`src/rtl/multicycle_control_unit_pkg.sv`:
```
// Shared types and encodings for the multicycle control unit.
// Optional retire counter is enabled with CU_PERF_CNT_EN (see top).
package cu_pkg;

  typedef enum logic [2:0] {
    ST_IDLE,
    ST_DECODE,
    ST_EXEC,
    ST_MEM,
    ST_WB
  } state_t;

  typedef enum logic [1:0] {
    MEM_NONE,
    MEM_STORE,
    MEM_LOAD
  } mem_t;

  localparam logic [1:0] OP_BRANCH  = 2'b00;
  localparam logic [1:0] OP_ILLEGAL = 2'b01;
  localparam logic [1:0] OP_MEM     = 2'b10;
  localparam logic [1:0] OP_ALU     = 2'b11;

  localparam logic [2:0] ALU_ADD = 3'b000;
  localparam logic [2:0] ALU_CMP = 3'b001;
  localparam logic [2:0] ALU_ILL = 3'b111;

  localparam logic [1:0] EXT_NONE = 2'b00;
  localparam logic [1:0] EXT_MEM  = 2'b01;
  localparam logic [1:0] EXT_IMM  = 2'b10;

endpackage

```
`src/rtl/multicycle_control_unit_if.sv`:
```
// Instruction handshake and memory strobe/ack bundle of the control unit.
interface multicycle_control_unit_if;
  logic       instr_valid;
  logic [1:0] op;
  logic [1:0] inst;
  logic       immin;
  logic       flush;
  logic       mem_ack;
  logic       instr_ready;
  logic       wmem;
  logic       rmem;

  modport master (
    output instr_valid, op, inst, immin, flush, mem_ack,
    input  instr_ready, wmem, rmem
  );

  modport slave (
    input  instr_valid, op, inst, immin, flush, mem_ack,
    output instr_ready, wmem, rmem
  );
endinterface

```
`src/rtl/multicycle_control_unit_field_decode.sv`:
```
// Combinational decode of latched {op, inst, immin} into ALU function,
// immediate-extend select, memory access type and illegal flag.
module cu_field_decode
  import cu_pkg::*;
(
  input  logic [1:0] i_op,
  input  logic [1:0] i_inst,
  input  logic       i_immin,
  output logic [2:0] o_alu_ctrl,
  output logic [1:0] o_ext_sel,
  output mem_t       o_mem_type,
  output logic       o_illegal
);

  always_comb begin
    o_alu_ctrl = ALU_ILL;
    o_mem_type = MEM_NONE;
    o_illegal  = 1'b0;
    case (i_op)
      OP_ALU:    o_alu_ctrl = {1'b0, i_inst};
      OP_BRANCH: o_alu_ctrl = ALU_CMP;
      OP_MEM: begin
        o_alu_ctrl = ALU_ADD;
        // Immediate forms of 00/01 and inst=10 are address computations only
        if (i_inst == 2'b11)                   o_illegal  = 1'b1;
        else if (!i_immin && i_inst == 2'b00)  o_mem_type = MEM_STORE;
        else if (!i_immin && i_inst == 2'b01)  o_mem_type = MEM_LOAD;
      end
      default: begin
        o_alu_ctrl = ALU_ILL;
        o_illegal  = 1'b1;
      end
    endcase
  end

  always_comb begin
    o_ext_sel = EXT_NONE;
    if (i_immin) o_ext_sel = (i_op == OP_MEM) ? EXT_MEM : EXT_IMM;
  end

endmodule

```
`src/rtl/multicycle_control_unit.sv`:
```
// Five-state multicycle control unit (IDLE/DECODE/EXEC/MEM/WB) with memory
// wait timeout. Define CU_PERF_CNT_EN to add the 32-bit o_retired_cnt output.
module multicycle_control_unit
  import cu_pkg::*;
#(
  parameter int unsigned TIMEOUT_CYCLES = 16,
  parameter int unsigned CNT_W          = 8
) (
  input  logic                      clk,
  input  logic                      rst,
  multicycle_control_unit_if.slave  cu_bus,
  output logic                      o_wreg,
  output logic                      o_wpc,
  output logic [1:0]                o_jmpF,
  output logic [2:0]                o_alu_ctrl,
  output logic [1:0]                o_ext_sel,
  output logic                      o_retire,
  output logic                      o_err
`ifdef CU_PERF_CNT_EN
  ,
  output logic [31:0]               o_retired_cnt
`endif
);

  localparam logic [CNT_W-1:0] LIMIT = CNT_W'(TIMEOUT_CYCLES);

  state_t           r_state;
  state_t           w_next;
  logic [1:0]       r_op;
  logic [1:0]       r_inst;
  logic             r_immin;
  logic [CNT_W-1:0] r_cnt;

  logic [2:0]       w_alu_ctrl;
  logic [1:0]       w_ext_sel;
  mem_t             w_mem_type;
  logic             w_illegal;
  logic             w_wmem;
  logic             w_rmem;
  logic             w_wreg;
  logic             w_wpc;
  logic             w_retire;
  logic             w_err;
  logic             w_active;

  cu_field_decode u_field_decode (
    .i_op       (r_op),
    .i_inst     (r_inst),
    .i_immin    (r_immin),
    .o_alu_ctrl (w_alu_ctrl),
    .o_ext_sel  (w_ext_sel),
    .o_mem_type (w_mem_type),
    .o_illegal  (w_illegal)
  );

  always_ff @(posedge clk) begin
    if (rst) begin
      r_state <= ST_IDLE;
      r_op    <= '0;
      r_inst  <= '0;
      r_immin <= 1'b0;
      r_cnt   <= '0;
    end else begin
      r_state <= w_next;
      if (r_state == ST_IDLE && cu_bus.instr_valid && !cu_bus.flush) begin
        r_op    <= cu_bus.op;
        r_inst  <= cu_bus.inst;
        r_immin <= cu_bus.immin;
      end
      if (r_state != ST_MEM)
        r_cnt <= '0;
      else if (!cu_bus.mem_ack && r_cnt != LIMIT)
        r_cnt <= r_cnt + 1'b1;
    end
  end

  always_comb begin
    w_next   = r_state;
    w_wmem   = 1'b0;
    w_rmem   = 1'b0;
    w_wreg   = 1'b0;
    w_wpc    = 1'b0;
    w_retire = 1'b0;
    w_err    = 1'b0;
    case (r_state)
      ST_IDLE: begin
        if (cu_bus.instr_valid && !cu_bus.flush) w_next = ST_DECODE;
      end
      ST_DECODE: begin
        if (w_illegal) begin
          w_err  = 1'b1;
          w_next = ST_IDLE;
        end else if (cu_bus.flush) begin
          w_next = ST_IDLE;
        end else begin
          w_next = ST_EXEC;
        end
      end
      ST_EXEC: begin
        if (cu_bus.flush) begin
          w_next = ST_IDLE;
        end else begin
          case (r_op)
            OP_BRANCH: begin
              w_wpc    = 1'b1;
              w_retire = 1'b1;
              w_next   = ST_IDLE;
            end
            OP_MEM:  w_next = ST_MEM;
            OP_ALU:  w_next = ST_WB;
            default: w_next = ST_IDLE;
          endcase
        end
      end
      ST_MEM: begin
        // Counter at LIMIT marks the abort cycle: strobes already dropped, ack ignored
        if (r_cnt == LIMIT && w_mem_type != MEM_NONE) begin
          w_err  = 1'b1;
          w_next = ST_IDLE;
        end else begin
          case (w_mem_type)
            MEM_STORE: begin
              w_wmem = 1'b1;
              if (cu_bus.mem_ack) begin
                w_retire = 1'b1;
                w_next   = ST_IDLE;
              end
            end
            MEM_LOAD: begin
              w_rmem = 1'b1;
              if (cu_bus.mem_ack) w_next = ST_WB;
            end
            default: w_next = ST_WB;
          endcase
        end
      end
      ST_WB: begin
        if (!cu_bus.flush) begin
          w_wreg   = 1'b1;
          w_retire = 1'b1;
        end
        w_next = ST_IDLE;
      end
      default: w_next = ST_IDLE;
    endcase
  end

  assign w_active           = (r_state != ST_IDLE);
  assign cu_bus.instr_ready = (r_state == ST_IDLE);
  assign cu_bus.wmem        = w_wmem;
  assign cu_bus.rmem        = w_rmem;
  assign o_wreg             = w_wreg;
  assign o_wpc              = w_wpc;
  assign o_retire           = w_retire && !rst;
  assign o_err              = w_err && !rst;
  assign o_jmpF             = w_active ? r_inst : '0;
  assign o_alu_ctrl         = w_active ? w_alu_ctrl : '0;
  assign o_ext_sel          = w_active ? w_ext_sel : '0;

`ifdef CU_PERF_CNT_EN
  logic [31:0] r_retired_cnt;

  always_ff @(posedge clk) begin
    if (rst)           r_retired_cnt <= '0;
    else if (w_retire) r_retired_cnt <= r_retired_cnt + 32'd1;
  end

  assign o_retired_cnt = r_retired_cnt;
`endif

endmodule

```
`src/flat_wrapper.sv`:
```
// flat-port wrapper written by rule: the top's interface ports become plain ports
module multicycle_control_unit_flat import cu_pkg::*;
#(
  parameter int unsigned TIMEOUT_CYCLES = 16,
  parameter int unsigned CNT_W          = 8
)
  (clk, rst, o_wreg, o_wpc, o_jmpF, o_alu_ctrl, o_ext_sel, o_retire, o_err, cu_bus_instr_valid, cu_bus_op, cu_bus_inst, cu_bus_immin, cu_bus_flush, cu_bus_mem_ack, cu_bus_instr_ready, cu_bus_wmem, cu_bus_rmem);
  multicycle_control_unit_if cu_bus_i ();
  input  logic clk;
  input  logic rst;
  output logic o_wreg;
  output logic o_wpc;
  output logic [1:0] o_jmpF;
  output logic [2:0] o_alu_ctrl;
  output logic [1:0] o_ext_sel;
  output logic o_retire;
  output logic o_err;
  input wire logic [$bits(cu_bus_i.instr_valid)-1:0] cu_bus_instr_valid;
  input wire logic [$bits(cu_bus_i.op)-1:0] cu_bus_op;
  input wire logic [$bits(cu_bus_i.inst)-1:0] cu_bus_inst;
  input wire logic [$bits(cu_bus_i.immin)-1:0] cu_bus_immin;
  input wire logic [$bits(cu_bus_i.flush)-1:0] cu_bus_flush;
  input wire logic [$bits(cu_bus_i.mem_ack)-1:0] cu_bus_mem_ack;
  output wire logic [$bits(cu_bus_i.instr_ready)-1:0] cu_bus_instr_ready;
  output wire logic [$bits(cu_bus_i.wmem)-1:0] cu_bus_wmem;
  output wire logic [$bits(cu_bus_i.rmem)-1:0] cu_bus_rmem;
  assign cu_bus_i.instr_valid = cu_bus_instr_valid;
  assign cu_bus_i.op = cu_bus_op;
  assign cu_bus_i.inst = cu_bus_inst;
  assign cu_bus_i.immin = cu_bus_immin;
  assign cu_bus_i.flush = cu_bus_flush;
  assign cu_bus_i.mem_ack = cu_bus_mem_ack;
  assign cu_bus_instr_ready = cu_bus_i.instr_ready;
  assign cu_bus_wmem = cu_bus_i.wmem;
  assign cu_bus_rmem = cu_bus_i.rmem;
  multicycle_control_unit #(.TIMEOUT_CYCLES(TIMEOUT_CYCLES), .CNT_W(CNT_W)) u_core (.clk(clk), .rst(rst), .cu_bus(cu_bus_i), .o_wreg(o_wreg), .o_wpc(o_wpc), .o_jmpF(o_jmpF), .o_alu_ctrl(o_alu_ctrl), .o_ext_sel(o_ext_sel), .o_retire(o_retire), .o_err(o_err));
endmodule
```
`config.mk`:
```
export PLATFORM = sky130hd
export DESIGN_NAME = multicycle_control_unit_flat
export DESIGN_NICKNAME = d
export VERILOG_FILES = /design/src/rtl/multicycle_control_unit_pkg.sv /design/src/rtl/multicycle_control_unit_if.sv /design/src/rtl/multicycle_control_unit_field_decode.sv /design/src/rtl/multicycle_control_unit.sv /design/src/flat_wrapper.sv
export SDC_FILE = /design/constraint.sdc
export NUM_CORES = 1
export LEC_CHECK = 0
export CORE_AREA = 4 4 52 54
export CTS_CLUSTER_DIAMETER = 100
export DETAILED_ROUTE_END_ITERATION = 7
export DIE_AREA = 0 0 56 58
export GPL_TIMING_DRIVEN = 0
export MAX_ROUTING_LAYER = met4
export PLACE_DENSITY = 0.83
export SYNTH_ARGS = -nofsm -noshare
export SYNTH_HDL_FRONTEND = slang
export SYNTH_HIERARCHICAL = 1
export SYNTH_SLANG_ARGS = --single-unit
```
`constraint.sdc`:
```
create_clock -name clk -period 2.6 [get_ports clk]
set_input_delay 0.39 -clock clk [delete_from_list [all_inputs] [get_ports clk]]
set_output_delay 0.39 -clock clk [all_outputs]
set_load 0.02 [all_outputs]
```
Word-level counts from Yosys, hierarchy flattened

Index checks and enable logic that the tools add are counted.
Widths: inputs -> output; s select.

Register bits after elaboration: 16
Input bits: 10
Output and inout bits: 14
Word-level logic and storage cells: 83

Add/subtract/negate cells: 1
Equality and inequality tests: 16
Mux-type cells: 40
Reductions and logical operators: 21

Operators with widths:

| kind                | count |
|---|---|
| $mux 3              | 7 |
| $mux 2              | 9 |
| $mux 1              | 17 |
| $pmux 3 s2          | 2 |
| $pmux 3 s4          | 1 |
| $logic_and 1x1->1   | 9 |
| $pmux 3 s3          | 1 |
| $add 8x1->8 const B | 1 |
| $eq 2x2->1 const B  | 4 |
| $eq 8x5->1 const B  | 1 |
| $ne 4x3->1 const B  | 2 |
| $ne 8x5->1 const B  | 1 |
| $eq 3x2->1 const B  | 2 |
| $eq 2x1->1 const B  | 2 |
| $logic_not 1->1     | 4 |
| $logic_not 2->1     | 2 |
| $pmux 1 s2          | 2 |
| $reduce_or 2->1     | 2 |
| $eq 3x1->1 const B  | 1 |
| $eq 3x3->1 const B  | 1 |
| $logic_not 3->1     | 1 |
| $ne 3x2->1 const B  | 1 |
| $pmux 1 s3          | 1 |
| $reduce_and 3->1    | 1 |
| other kinds (3)     | 3 |

Longest topological paths before layout

Word-level depth: 11
Mapped depth: 6
Gate-level depth less buffers: 6

By module

Netlist, hierarchy kept.

By module, submodules not included:

| module                  | times used | cells an instance | area each (um^2) | sequential area each (um^2) |
|---|---|---|---|---|
| multicycle_control_unit | 1          | 111               | 945.9            | 320.3 |
| cu_field_decode         | 1          | 14                | 110.1            | 0.0 |

Least setup slack after synthesis

OpenSTA, ideal clock, no wires.

Kind: flip-flop to output port
From: register u_core.r_op[1]
To: output port o_retire
Arrival: 2054 ps
Data required time: 2210 ps
Setup slack: 156 ps
Cell stages (with the launch flop): 6
Buffers on the path: 0
Path through: dfxtp_1 > ha_1 > nor4b_1 > nor2b_1 > nand4_1 > a211oi_1

Cells in the longest elaborated chain, start to end: 7
Elaborated cells between the ends (all ways): 12
Those cells by class: eq/ne: 2; mux: 6; reduce/logical: 4

RTL lines:

| item                                                   | line                                                           | text |
|---|---|---|
| start: declaration                                     | multicycle_control_unit.sv:29                                  | `logic [1:0] r_op;` |
| start signal: assignment                               | multicycle_control_unit.sv:66                                  | `r_op <= cu_bus.op;` |
| $eq 2x2->1 (*)                                         | multicycle_control_unit_field_decode.sv:19                     | `case (i_op)` |
| $mux 2 (*)                                             | multicycle_control_unit_field_decode.sv:19                     |  |
| named net u_core.w_mem_type[0]                         | multicycle_control_unit.sv:36                                  | `mem_t w_mem_type;` |
| $eq 2x1->1 / $reduce_bool 2->1 (equally long branches) | multicycle_control_unit.sv:121, multicycle_control_unit.sv:117 |  |
| $mux 1 / $logic_and 1x1->1 (equally long branches)     | multicycle_control_unit.sv:121, multicycle_control_unit.sv:117 |  |
| $mux 1 (*)                                             | multicycle_control_unit.sv:117                                 | `if (r_cnt == LIMIT && w_mem_type != MEM_NONE) begin` |
| $pmux 1 s3 (*)                                         | multicycle_control_unit.sv:85                                  | `case (r_state)` |
| $logic_and 1x1->1 (*)                                  | multicycle_control_unit.sv:154                                 | `assign o_retire = w_retire && !rst;` |
| end: declaration                                       | flat_wrapper.sv:16                                             | `output logic o_retire;` |

The timed path passes the listed nets; every way through them passes the cells marked *.

Final worst setup path

Same ends and word-level chain as after synthesis.

==> flow_metrics.tcl <==
set metrics [dict create \
    holdCritStartpoint "rst" \
    vdd_drop_max_mv 0.3204 \
    dr.first_iter.drc_count 8 \
    synth_compound_area_frac 0.1031 \
    track_usage 0.1491 \
    period_share 0.9542 \
    synthAdderAreaFrac 0.05924 \
    rsz0062_at_grt "false" \
    root_buffer "clkbuf_4" \
    drc_errors 0 \
    required_ns 2.21 \
    grt_pass1_vias 910 \
    gp_congestion 0.8710 \
    cts_tree "built" \
    die_area_sq_um 3248 \
    synth_top_area_frac 0.3033 \
    start_kind "flop" \
    synth.area.top_cells "dfxtp_1, nor2_1, mux2i_1" \
    async_flop_share 0 \
    clk_pin_slew_worst_paths_ns 0.08 \
    p_leak_nw 0.5426 \
    port_buffers 22 \
    via_per_inst 5.411 \
    start_util 0.4774 \
    synth_edf_count 0 \
    hold_viol 0 \
    drt_pre_antenna_iters 4 \
    synth_top_cell_by_area "dfxtp_1" \
    drive_above_1_share 0.1382 \
    drtAntennaViolNets 0 \
    grt_remaining_overflow 0 \
    via_count 974 \
    die_w_um 56 \
    clkPwrFrac 0.264 \
    syn-mean-instance-area_sq_um 8.448 \
    outcome "complete, no violations" \
    wl_um 2289 \
    setup_viol 0 \
    yosys_warnings 6 \
    synthXorXnorAreaFrac 0.04976 \
    r2r-start "u_core/r_op[1]" \
    grt_start_max_net_pins 11 \
    synth_most_common_cell "nor2_1" \
    max_cap_viol_count 0 \
    ys_ff_latch 16 \
    slew_violations 0 \
    fp.coreArea_sq_um 2212 \
    path_class "flop to primary output" \
    internal_power_mw 0.3490 \
    numCtsBuffers 3 \
    power_density_nw_per_um2 338.4 \
    p_sw_frac 0.2493 \
    timing.final.crit_period_ns 2.481 \
    worst_slack_ns 0.1190 \
    fill_cells 205 \
    routedWlPerCell_um 12.72 \
    path_max_fanout 9 \
    tightest_slew_ns 0.4303 \
    clk_latency_ns 0.28 \
    dp_hpwl_um 1737 \
    slew_headroom 0.7091 \
    hold_class "primary input to flop" \
    cts_sinks 16 \
    synth_top_family_by_area "simple AND/OR/NAND/NOR gates" \
    cp.arrival_ns 2.09 \
    synth_seq_area_share 0.3033 \
    die_h_um 58 \
    syn_inst 125 \
    antenna_found_initial 0 \
    fmax_ghz 0.4031 \
    syn_to_final_growth_pct 30.09 \
    num_io_pins 24 \
    synthSimpleGateAreaFrac 0.3744 \
    cp-startpoint "u_core/r_op[1]" \
    fin_area_sq_um 1374 \
    diodes 0 \
    dpl-instance-area_sq_um 1311 \
    grt_pass1_wl_um 3919 \
    synthMuxAreaShare 0.06635 \
    synthFlopType "dfxtp_1" \
    pre_cts_ws_ns -0.4152 \
    yosys-top-cells-count "nor2_1, dfxtp_1, nor2b_1" \
    cts_buffer_depth 2 \
    synthesis.area_sq_um 1056 \
    yosysUniqueCellTypes 38 \
    p_comb_frac 0.175 \
    p_sw_mw 0.1159 \
    num_rows 17 \
    syn_nets 140 \
    fin_skew_ns 0.0006739 \
    end_kind "primary output" \
    cts-htree-levels 1 \
    finalNetCount 169 \
    p_seq_frac 0.561 \
]
[power groups by stage]
stage                     combinational, mW  clock (mW)  sequential (mW)
after floorplan                      0.0478           0            0.262
after global placement               0.0749           0            0.265
after detailed placement             0.0765           0            0.265
after CTS                            0.0781       0.128            0.261
after global routing                 0.0882       0.139            0.263
final                                0.0814       0.123            0.261
[flip-flops by register name, summed over array words and instances (netlist names)]
signal,flops
u_core/r_immin,1
u_core/r_state,3
u_core/r_op,2
u_core/r_inst,2
u_core/r_cnt,8
[area by class of cell]
type,instances,area (sq um),share of cell area
flip-flops and latches,16,322.8,0.2350
plain buffers,5,31.28,0.02277
repair buffers,24,232.7,0.1694
clock buffers,3,22.52,0.01639
inverters,4,15.01,0.01093
well taps,28,35.03,0.02550
multi-input cells,100,714.4,0.5200
[per-layer routing]
layer	track usage	vias to the layer above	wire length, um
li1	-	497	-
met1	0.1884	453	1093
met2	0.2504	20	1081
met3	0.01336	4	90
met4	0.05085	0	23
met5	-	-	0
[layout by cell type, fill, tap and decap left out, drive strengths merged, types with 2 or more instances in the layout]
cell type      instances
nand4                  2
and2                   2
inv                    4
a211oi                 2
nor2b                  9
xor2                   5
o21ai                  2
nand3                  5
dfxtp                 16
buf                    6
clkdlybuf4s50         18
nor3                   2
clkbuf                 4
ha                     5
nand2b                 4
nand2                  6
nor4b                  4
nand4b                 2
mux2i                  7
or3                    3
dlygate4sd2            3
o31a                   2
a21oi                  4
nor2                  19
and3                   4
[path summary, 6_finish.rpt]
path,depth (start not counted),slack [ns],to
setup / recovery,6,0.12,o_retire
hold / removal,2,0.34,u_core/r_op[1]
setup reg to reg,7,0.79,u_core/r_state[1]
hold reg to reg,2,0.52,u_core/r_cnt[2]
[cell families after synthesis]
group,after synthesis
AO/OA/AOI/OAI,15
flip-flops,16
multiplexers,7
adder cells (fa/ha/maj),5
XOR/XNOR,6
buffers and inverters,9
AND/OR/NAND/NOR,67
[metrics by stage]
step	TNS [ns]	power (mW)	cells	util	hold WS [ns]
after global routing	0	0.4898	180	0.6210	0.3450
after floorplan	0	0.3102	125	-	0.4793
after detailed placement	-0.6928	0.3415	175	0.5928	0.5136
final	0	0.4649	180	0.6210	0.3381
after global placement	-0.5722	0.3395	175	0.5928	0.5001
after CTS	0	0.4666	178	0.6109	0.3350
[critical path, stage by stage, from the launching register on]
cell and delay, ns:
dfxtp_2 0.41, ha_2 0.25, nor4b_4 0.25, nor2b_4 0.22
nand4_1 0.13, a211oi_1 0.25, clkdlybuf4s15_2 0.30
[what timing repair did]
item | CTS | global route
resized for setup | 12 | 2
cloned | 0 | 0
setup buffers | 0 | 2
setup endpoints to repair | 4 | 1
endpoints found under the hold margin | 0 | 0
hold buffers | 0 | 0
Note: power is estimated with default switching activity, not from simulation.
